**src/rtl/pi_channel_scheduler.sv**
```systemverilog
// Time-multiplexes NCH PI channels onto one shared PI datapath per simulation step.
// Issues enabled channels in ascending order, tracks results by tag, commits x/y history.

module pi_ch_lane (
  input  logic        clk,
  input  logic        rst,
  input  logic        ld,
  input  logic        wr,
  input  logic        cm,
  input  logic [31:0] x_in,
  input  logic [31:0] y_in,
  output logic [31:0] x_lat,
  output logic [31:0] x_prev,
  output logic [31:0] y_prev,
  output logic [31:0] y
);
  always_ff @(posedge clk or negedge rst) begin
    if (!rst) begin
      x_lat  <= '0;
      x_prev <= '0;
      y_prev <= '0;
      y      <= '0;
    end else begin
      if (ld) x_lat <= x_in;
      if (wr) y <= y_in;
      if (cm) begin
        x_prev <= x_lat;
        y_prev <= y;
      end
    end
  end
endmodule

module pi_channel_scheduler #(
  parameter int NCH = 4,
  parameter int LAT = 20,
  parameter int TMO = 64
) (
  input  logic              clk,
  input  logic              rst,
  input  logic              step_start,
  input  logic [NCH-1:0]    ch_en,
  input  logic [32*NCH-1:0] x_in,
  output logic              pi_sta,
  output logic [31:0]       pi_x,
  output logic [31:0]       pi_x_prev,
  output logic [31:0]       pi_y_prev,
  input  logic              pi_done,
  input  logic [31:0]       pi_y,
  output logic [32*NCH-1:0] y_out,
  output logic              step_done,
  output logic              step_ok,
  output logic              busy,
  output logic [2:0]        err
);
  localparam int PW = (NCH > 1) ? $clog2(NCH) : 1;
  localparam int CW = $clog2(NCH + 1);
  localparam int TW = $clog2(TMO + 1);

  typedef enum logic [1:0] {IDLE, ISSUE, WAIT, COMMIT} state_t;
  state_t state, state_nxt;

  logic [NCH-1:0]        pend, en_q, issue_oh;
  logic [PW-1:0]         sel, wr_ptr, rd_ptr, tag;
  logic [PW-1:0]         tagq [NCH];
  logic [CW-1:0]         cnt, cnt_nxt;
  logic [TW-1:0]         wcnt;
  logic                  push, pop, tmo, accept, fin_q, fok_q;
  logic [NCH-1:0][31:0]  x_lat, x_prv, y_prv, y_q;

  function automatic logic [PW-1:0] inc(input logic [PW-1:0] p);
    return (p == PW'(NCH - 1)) ? '0 : p + 1'b1;
  endfunction

  // Lowest pending channel goes next; issue_oh isolates that bit.
  always_comb begin
    sel = '0;
    for (int i = NCH - 1; i >= 0; i--)
      if (pend[i]) sel = PW'(i);
  end
  assign issue_oh = pend & ~(pend - 1'b1);

  assign accept  = (state == IDLE) && step_start && (ch_en != '0);
  assign push    = (state == ISSUE);
  assign pop     = pi_done && (cnt != '0);
  assign tag     = tagq[rd_ptr];
  assign cnt_nxt = cnt + CW'(push) - CW'(pop);
  assign tmo     = (state == WAIT) && !pop && (wcnt == TW'(TMO - 1));

  always_comb begin
    state_nxt = state;
    case (state)
      IDLE:    if (accept) state_nxt = ISSUE;
      ISSUE:   if ((pend & ~issue_oh) == '0) state_nxt = WAIT;
      WAIT:    if (tmo) state_nxt = IDLE;
               else if (cnt_nxt == '0) state_nxt = COMMIT;
      COMMIT:  state_nxt = IDLE;
      default: state_nxt = IDLE;
    endcase
  end

  always_ff @(posedge clk or negedge rst) begin
    if (!rst) begin
      state  <= IDLE;
      pend   <= '0;
      en_q   <= '0;
      wr_ptr <= '0;
      rd_ptr <= '0;
      cnt    <= '0;
      wcnt   <= '0;
      fin_q  <= 1'b0;
      fok_q  <= 1'b0;
      err    <= '0;
      for (int i = 0; i < NCH; i++) tagq[i] <= '0;
    end else begin
      state <= state_nxt;
      fin_q <= ((state == IDLE) && step_start && (ch_en == '0)) || tmo;
      fok_q <= (state == IDLE) && step_start && (ch_en == '0);
      if (accept) begin
        pend <= ch_en;
        en_q <= ch_en;
      end else if (push) begin
        pend <= pend & ~issue_oh;
      end
      // A timeout drops every outstanding tag; late results then flag err[1].
      if (tmo) begin
        wr_ptr <= '0;
        rd_ptr <= '0;
        cnt    <= '0;
      end else begin
        if (push) begin
          tagq[wr_ptr] <= sel;
          wr_ptr       <= inc(wr_ptr);
        end
        if (pop) rd_ptr <= inc(rd_ptr);
        cnt <= cnt_nxt;
      end
      wcnt <= ((state != WAIT) || pop) ? '0 : wcnt + 1'b1;
      err  <= err | {tmo, pi_done && (cnt == '0), step_start && (state != IDLE)};
    end
  end

  for (genvar k = 0; k < NCH; k++) begin : g_lane
    pi_ch_lane u_lane (
      .clk    (clk),
      .rst    (rst),
      .ld     (accept),
      .wr     (pop && (tag == PW'(k))),
      .cm     ((state == COMMIT) && en_q[k]),
      .x_in   (x_in[32*k +: 32]),
      .y_in   (pi_y),
      .x_lat  (x_lat[k]),
      .x_prev (x_prv[k]),
      .y_prev (y_prv[k]),
      .y      (y_q[k])
    );
  end

  assign pi_sta    = push;
  assign pi_x      = x_lat[sel];
  assign pi_x_prev = x_prv[sel];
  assign pi_y_prev = y_prv[sel];
  assign y_out     = y_q;
  assign step_done = (state == COMMIT) || fin_q;
  assign step_ok   = (state == COMMIT) || fok_q;
  assign busy      = (state != IDLE);
endmodule

```
**config.mk**
```make
export PLATFORM = sky130hd
export DESIGN_NAME = pi_channel_scheduler
export DESIGN_NICKNAME = d
export VERILOG_FILES = /design/src/rtl/pi_channel_scheduler.sv
export SDC_FILE = /design/constraint.sdc
export NUM_CORES = 1
export LEC_CHECK = 0
export CAP_MARGIN = 0
export CORE_ASPECT_RATIO = 1.75
export CORE_UTILIZATION = 45
export DETAILED_ROUTE_END_ITERATION = 10
export PLACE_DENSITY = 0.76
export SLEW_MARGIN = 20
export SYNTH_ARGS = -nofsm -noshare
export SYNTH_HDL_FRONTEND = slang
export SYNTH_SLANG_ARGS = --single-unit
```
**constraint.sdc**
```tcl
create_clock -name clk -period 3.9 [get_ports clk]
set_input_delay 0.585 -clock clk [delete_from_list [all_inputs] [get_ports clk]]
set_output_delay 0.585 -clock clk [all_outputs]
set_load 0.005 [all_outputs]
```
# After elaboration in Yosys (flattened, before gate mapping)
# Cells that the tools add are included.
# word_totals
inputBits	168
out_inout_bits	231
register_bits	549
wordCells	128
# op_classes
n_eq_ne	13
mux	31
order_cmp	4
add_sub_neg	6
n_reduce_logical	36
bitwise_logic	8
# op_table
op	count
32-bit binary-select mux with 2-bit select	3
32-bit 2-to-1 mux	3
2-bit 2-to-1 mux	17
1-bit logical AND	17
2-bit == test (second input constant)	6
4-bit AND	2
8-bit bitwise mux	1
4-bit logical NOT	2
4-bit 2-to-1 mux	2
4-bit NOT	2
2-bit one-hot mux with 4 select lines	1
2-bit nonzero test	4
7-bit by 1-bit adder with 7-bit output (second input constant)	1
7-bit by 6-bit == test with 1-bit output (second input constant)	1
7-bit 2-to-1 mux	1
3-bit >= comparator (second input constant)	2
3-bit logical NOT	2
2-bit NOT with 3-bit output	2
2-bit by 1-bit adder with 2-bit output (second input constant)	2
2-bit binary-select mux with 2-bit select	1
2-bit demux with 2-bit select	1
2-bit by 1-bit == test with 1-bit output (second input constant)	2
2-bit logical NOT	2
1-bit logical OR	4
16 further kinds	17

# Longest topological paths before layout
# depth
ltp_word	8
mapped_depth	11
ltp_nobuf	11

# Cells and area by module
# A second synthesis with hierarchy kept.
# hier_totals
hier_cells	1368
area_unflattened_um2	24612.4
# modules_own_cells
mod	seq_area_each_um2	area_per_inst_um2	instances	cells_each
pi_ch_lane	3203.1	5117.4	4	271
pi_channel_scheduler	925.9	4142.7	1	284

# Worst setup path after synthesis
# Ideal clock, no wire load.
# synth_path
path_kind	reg-to-reg
from	register cnt[1]
to	register state[0]
t_arrival_ns	2.468
period_less_slack_ns	2.555
t_required_ns	3.813
setup_ns	0.087
path_stages_with_launch	12
path_buffers	0
setup_slack_ns	1.345
path_cell_list	dfrtp_1 > o31ai_4 > inv_1 > ha_1 > inv_1 > ha_1 > inv_1 > fa_1 > xor2_1 > xnor2_1 > nand4b_1 > o211ai_1
# synth_via
elab_chain_cells	7
word_cells_on_any_way	12
classes_between	add/sub: 2; eq/ne: 1; mux: 2; reduce/logical: 7
# synth_lines
item	line	rtl
from (decl)	66	logic [CW-1:0] cnt, cnt_nxt;
from (signal assigned)	136	cnt <= cnt_nxt;
parallel branches: the longest is 7 deep, another holds 3-bit by 1-bit adder with 3-bit output	n/a	
to (signal assigned)	116	state <= state_nxt;
to (decl)	61	state_t state, state_nxt;
# Parallel ways; which one is timed is not known.
# A chain may end at the register's enable or synchronous reset.

# Worst setup path after layout
# layout_path
from	register pend[0]
to	output port pi_y_prev[4]
# layout_via
elab_chain_cells	3
# layout_lines
item	line	rtl
from (decl)	63	logic [NCH-1:0] pend, en_q, issue_oh;
from (signal assigned)	120	pend <= ch_en;
from (signal assigned)	123	pend <= pend & ~issue_oh;
2-bit 2-to-1 mux	79	if (pend[i]) sel = PW'(i);
32-bit binary-select mux with 2-bit select	162	assign pi_y_prev = y_prv[sel];
32-bit 2-to-1 mux (not written as such)	162	
to (decl)	47	output logic [31:0] pi_y_prev,
# No other way between the ends. The select of a mux whose other input is x is not followed.

==> summary.md <==
| Metric | Value |
|---|---|
| Mapped cell area | `22900 sq um` |
| Sw power | `8.42 mW` |
| Synthesized area per cell | `between 10 and 15 sq um` |
| DIE WIDTH | `173 um` |
| Worst Path Required | `3.31 ns` |
| Final setup viols | `0` |
| CTS resizes | `0` |
| EDFF count, synth | `0` |
| Via count | `roughly 15000` |
| Sinks on Clock Net | `about 550` |
| Fin nets | `between 2000 and 2500` |
| Final Hold Viols | `0` |
| Initial antenna violation count | `8` |
| Die height | `301 um` |
| Main synth FF type | `dfrtp_1` |
| Synthesis Warnings | `0` |
| Largest net degree at the start of global routing | `134` |
| Sw Ratio | `31.6%` |
| Reg-to-reg critical path startpoint | `cnt[1]$_DFF_PN0_` |
| Post-Syn Nets | `1812` |
| Layout cells sized above 1 | `just under 30%` |
| # rows | `109` |
| I/O pins | `399` |
| Skew final | `0.0251 ns` |
| DRC | `0` |
| Port-buffer cells | `398` |
| CTS clock-pin slew for the worst setup and hold paths | `around 0.060 ns` |
| FMAX | `between 200 and 300 MHz` |
| Combinational share of power | `43.0%` |
| Worst r2r path cells | `11` |
| Via density | `5.33` |
| Drt wl/cell | `approximately 22 um` |
| GPL Wtd Cong | `around 0.83` |
| # hold bufs at CTS | `0` |
| Leak | `between 10 and 15 nW` |
| Seq cells post-synth | `549` |
| DRT Pass-1 Iters | `5` |
| Nature of the critical path startpoint | `flop` |
| Critical Path Sink | `pi_y_prev[4]` |
| Area leader, netlist | `dfrtp_1` |
| Int Power | `18.2 mW` |
| Storage cell area | `13700 sq um` |
| CP endpoint kind | `output port` |
| Setup Crit Path Kind | `reg2out` |
| RSZ-0062 raised after global routing | `no` |
| Clk_lat worst skew | `0.58 ns` |
| Reg-to-reg critical path endpoint | `state[0]$_DFFE_PN0P_` |
| Commonest cells post-synth | `dfrtp_1 (549), nand2_1 (418), mux2_2 (385)` |
| CTS tree | `yes` |
| Slew @ Worst Pin | `0.956 ns` |
| DR iter-0 viols | `~720` |
| Post-synth cell types | `39` |
| Clk network pwr share | `19.3%` |
| CP max FO | `52` |
| Multi-input logic area | `about 8800 sq um` |
| Final wirelength | `roughly 60 mm` |
| Worst min path class | `in2async` |
| Post-CTS setup buffers | `0` |
| Initial Utilization | `45.5%` |
| Core Region | `approximately 50000 sq um` |
| Final setup TNS | `0 ns` |
| Post-synthesis sequential area ratio | `59.9%` |
| Slew headroom | `36.3%` |
| Fill count | `3960` |
| Power Density | `900 nW/um^2` |
| Clock Tree Root | `clkbuf_16` |
| Area Growth Syn to Fin | `28.9%` |
| Vias in the first global route | `~16000` |
| First-pass GRT wire length | `93.2 mm` |
| MaxCap Viol Count | `0` |
| Die area | `between 50000 and 60000 sq um` |
| Most instantiated library cell after synthesis | `dfrtp_1` |
| Share of the synthesized area in the top cell type | `roughly 60%` |
| Fin util | `58.6%` |
| Flop2flop setup slack | `1.03 ns` |
| Share of power burned in registers | `between 30% and 40%` |
| Fin crit period | `3.64 ns` |
| H-tree depth | `2` |
| Critical Path Start | `pend[0]$_DFFE_PN0P_` |
| GRT overflow | `0` |
| Ranking of synthesized cells by area | `dfrtp_1 (60%), mux2_2 (19%), mux4_2 (9.6%), nand2_1 (6.8%), clkbuf_1 (0.77%)` |
| GRT Total Usage | `23.3%` |
| Peak supply drop | `549 uV` |
| Post-route ant nets | `0` |
| Number of CTS-inserted buffers | `51` |
| Status | `finished clean` |
| Asr flop ratio synth | `100%` |
| Period utilisation layout | `93.5%` |
| Max Slew Vio Count | `0` |
| Clock Tree Buf Depth | `3` |
| Gate Count Post-Synth | `about 1600` |
| DP HPWL | `39.4 mm` |
| Worst EP arrival | `3.06 ns` |
==> placed cells by master, fill, tap and decap left out, types with 8 or more instances in the layout <==
| master | count |
|---|---|
| clkbuf_16 | 53 |
| clkdlybuf4s50_1 | 397 |
| nand2_1 | 418 |
| mux4_2 | 98 |
| ha_1 | 8 |
| mux2_2 | 385 |
| nor2_1 | 10 |
| dfrtp_1 | 549 |
| clkinv_2 | 12 |
| buf_12 | 14 |
| buf_4 | 19 |
| o21ai_0 | 12 |
| clkbuf_8 | 8 |
| inv_1 | 8 |
| clkbuf_1 | 9 |
==> final cells by class <==
type	count	share of cell area, %
inverter	9	0.114
sequential	549	46.5
multi-input combinational	988	29.8
clock inverter	22	0.846
tap	666	2.82
antenna	6	0.0508
timing repair buffer	431	14.9
clock buffer	70	4.97
==> logic make-up (layout without fill, tap and decap cells) <==
group | after synthesis | in the layout | synth area share (%)
multiplexers | 486 | 486 | 28.7
AND/OR/NAND/NOR | 460 | 460 | 7.94
buffers and inverters | 98 | 532 | 2.01
AO/OA/AOI/OAI | 27 | 27 | 0.747
flip-flops | 549 | 549 | 59.9
adder cells (fa/ha/maj) | 10 | 10 | 0.567
XOR/XNOR | 5 | 5 | 0.191
other | 0 | 6 | 0
==> layer usage <==
layer	vias up	track usage, %	wire (um)
li1	6476	-	-
met1	7528	26.2	22000
met2	464	42.1	31500
met3	142	4.65	3340
met4	4	11.1	2840
met5	-	0	27
==> power groups by stage <==
stage	Clock [mW]	Sequential, mW	Combinational (mW)
2_1_floorplan	0	9.54	6.16
3_3_place_gp	0	9.96	11.3
3_5_place_dp	0	10.1	11.5
4_1_cts	5.26	10.0	11.6
5_1_grt	5.47	10.4	12.2
6_report	5.14	10.0	11.4
==> worst max-delay path, cell delays in order, from the launching register on <==
cell,delay (ns)
dfrtp_1,0.44
nor2_1,0.26
o21a_4,0.47
buf_12,0.36
mux4_2,0.41
clkdlybuf4s50_1,0.47
==> worst min-delay path by stage <==
| stage | to | depth (start not counted) |
|---|---|---|
| 5_1_grt | g_lane[0].u_lane.y[29]$_DFFE_PN0P_ | 1 |
| 6_report | g_lane[0].u_lane.y[23]$_DFFE_PN0P_ | 1 |
| 3_3_place_gp | err[0]$_DFF_PN0_ | 1 |
| 3_5_place_dp | err[0]$_DFF_PN0_ | 1 |
| 2_1_floorplan | cnt[0]$_DFF_PN0_ | 0 |
| 4_1_cts | g_lane[0].u_lane.y[23]$_DFFE_PN0P_ | 1 |
==> state kept, by name, summed over array words and instances (netlist names) <==
name / flops
g_lane.u_lane.y: 128
err: 3
fin_q: 1
wcnt: 7
g_lane.u_lane.x_lat: 128
g_lane.u_lane.x_prev: 128
rd_ptr: 2
pend: 4
state: 2
tagq: 8
wr_ptr: 2
en_q: 4
g_lane.u_lane.y_prev: 128
cnt: 3
fok_q: 1
==> stage by stage <==
| stage | power [mW] | std cells | area (sq um) | hold slack [ns] | setup slack [ns] |
|---|---|---|---|---|---|
| 6_report | 26.6 | 2741 | 29600 | 0.0213 | 0.255 |
| 3_5_place_dp | 21.6 | 2643 | 27800 | 0.445 | 0.821 |
| 5_1_grt | 28.1 | 2741 | 29600 | 0.111 | 0.160 |
| 2_1_floorplan | 15.7 | 1635 | 22900 | 0.289 | 1.35 |
| 3_3_place_gp | 21.2 | 2643 | 27800 | 0.437 | 0.848 |
| 4_1_cts | 26.9 | 2735 | 29600 | 0.0889 | 0.215 |
Power figures use the tool's default switching activity.
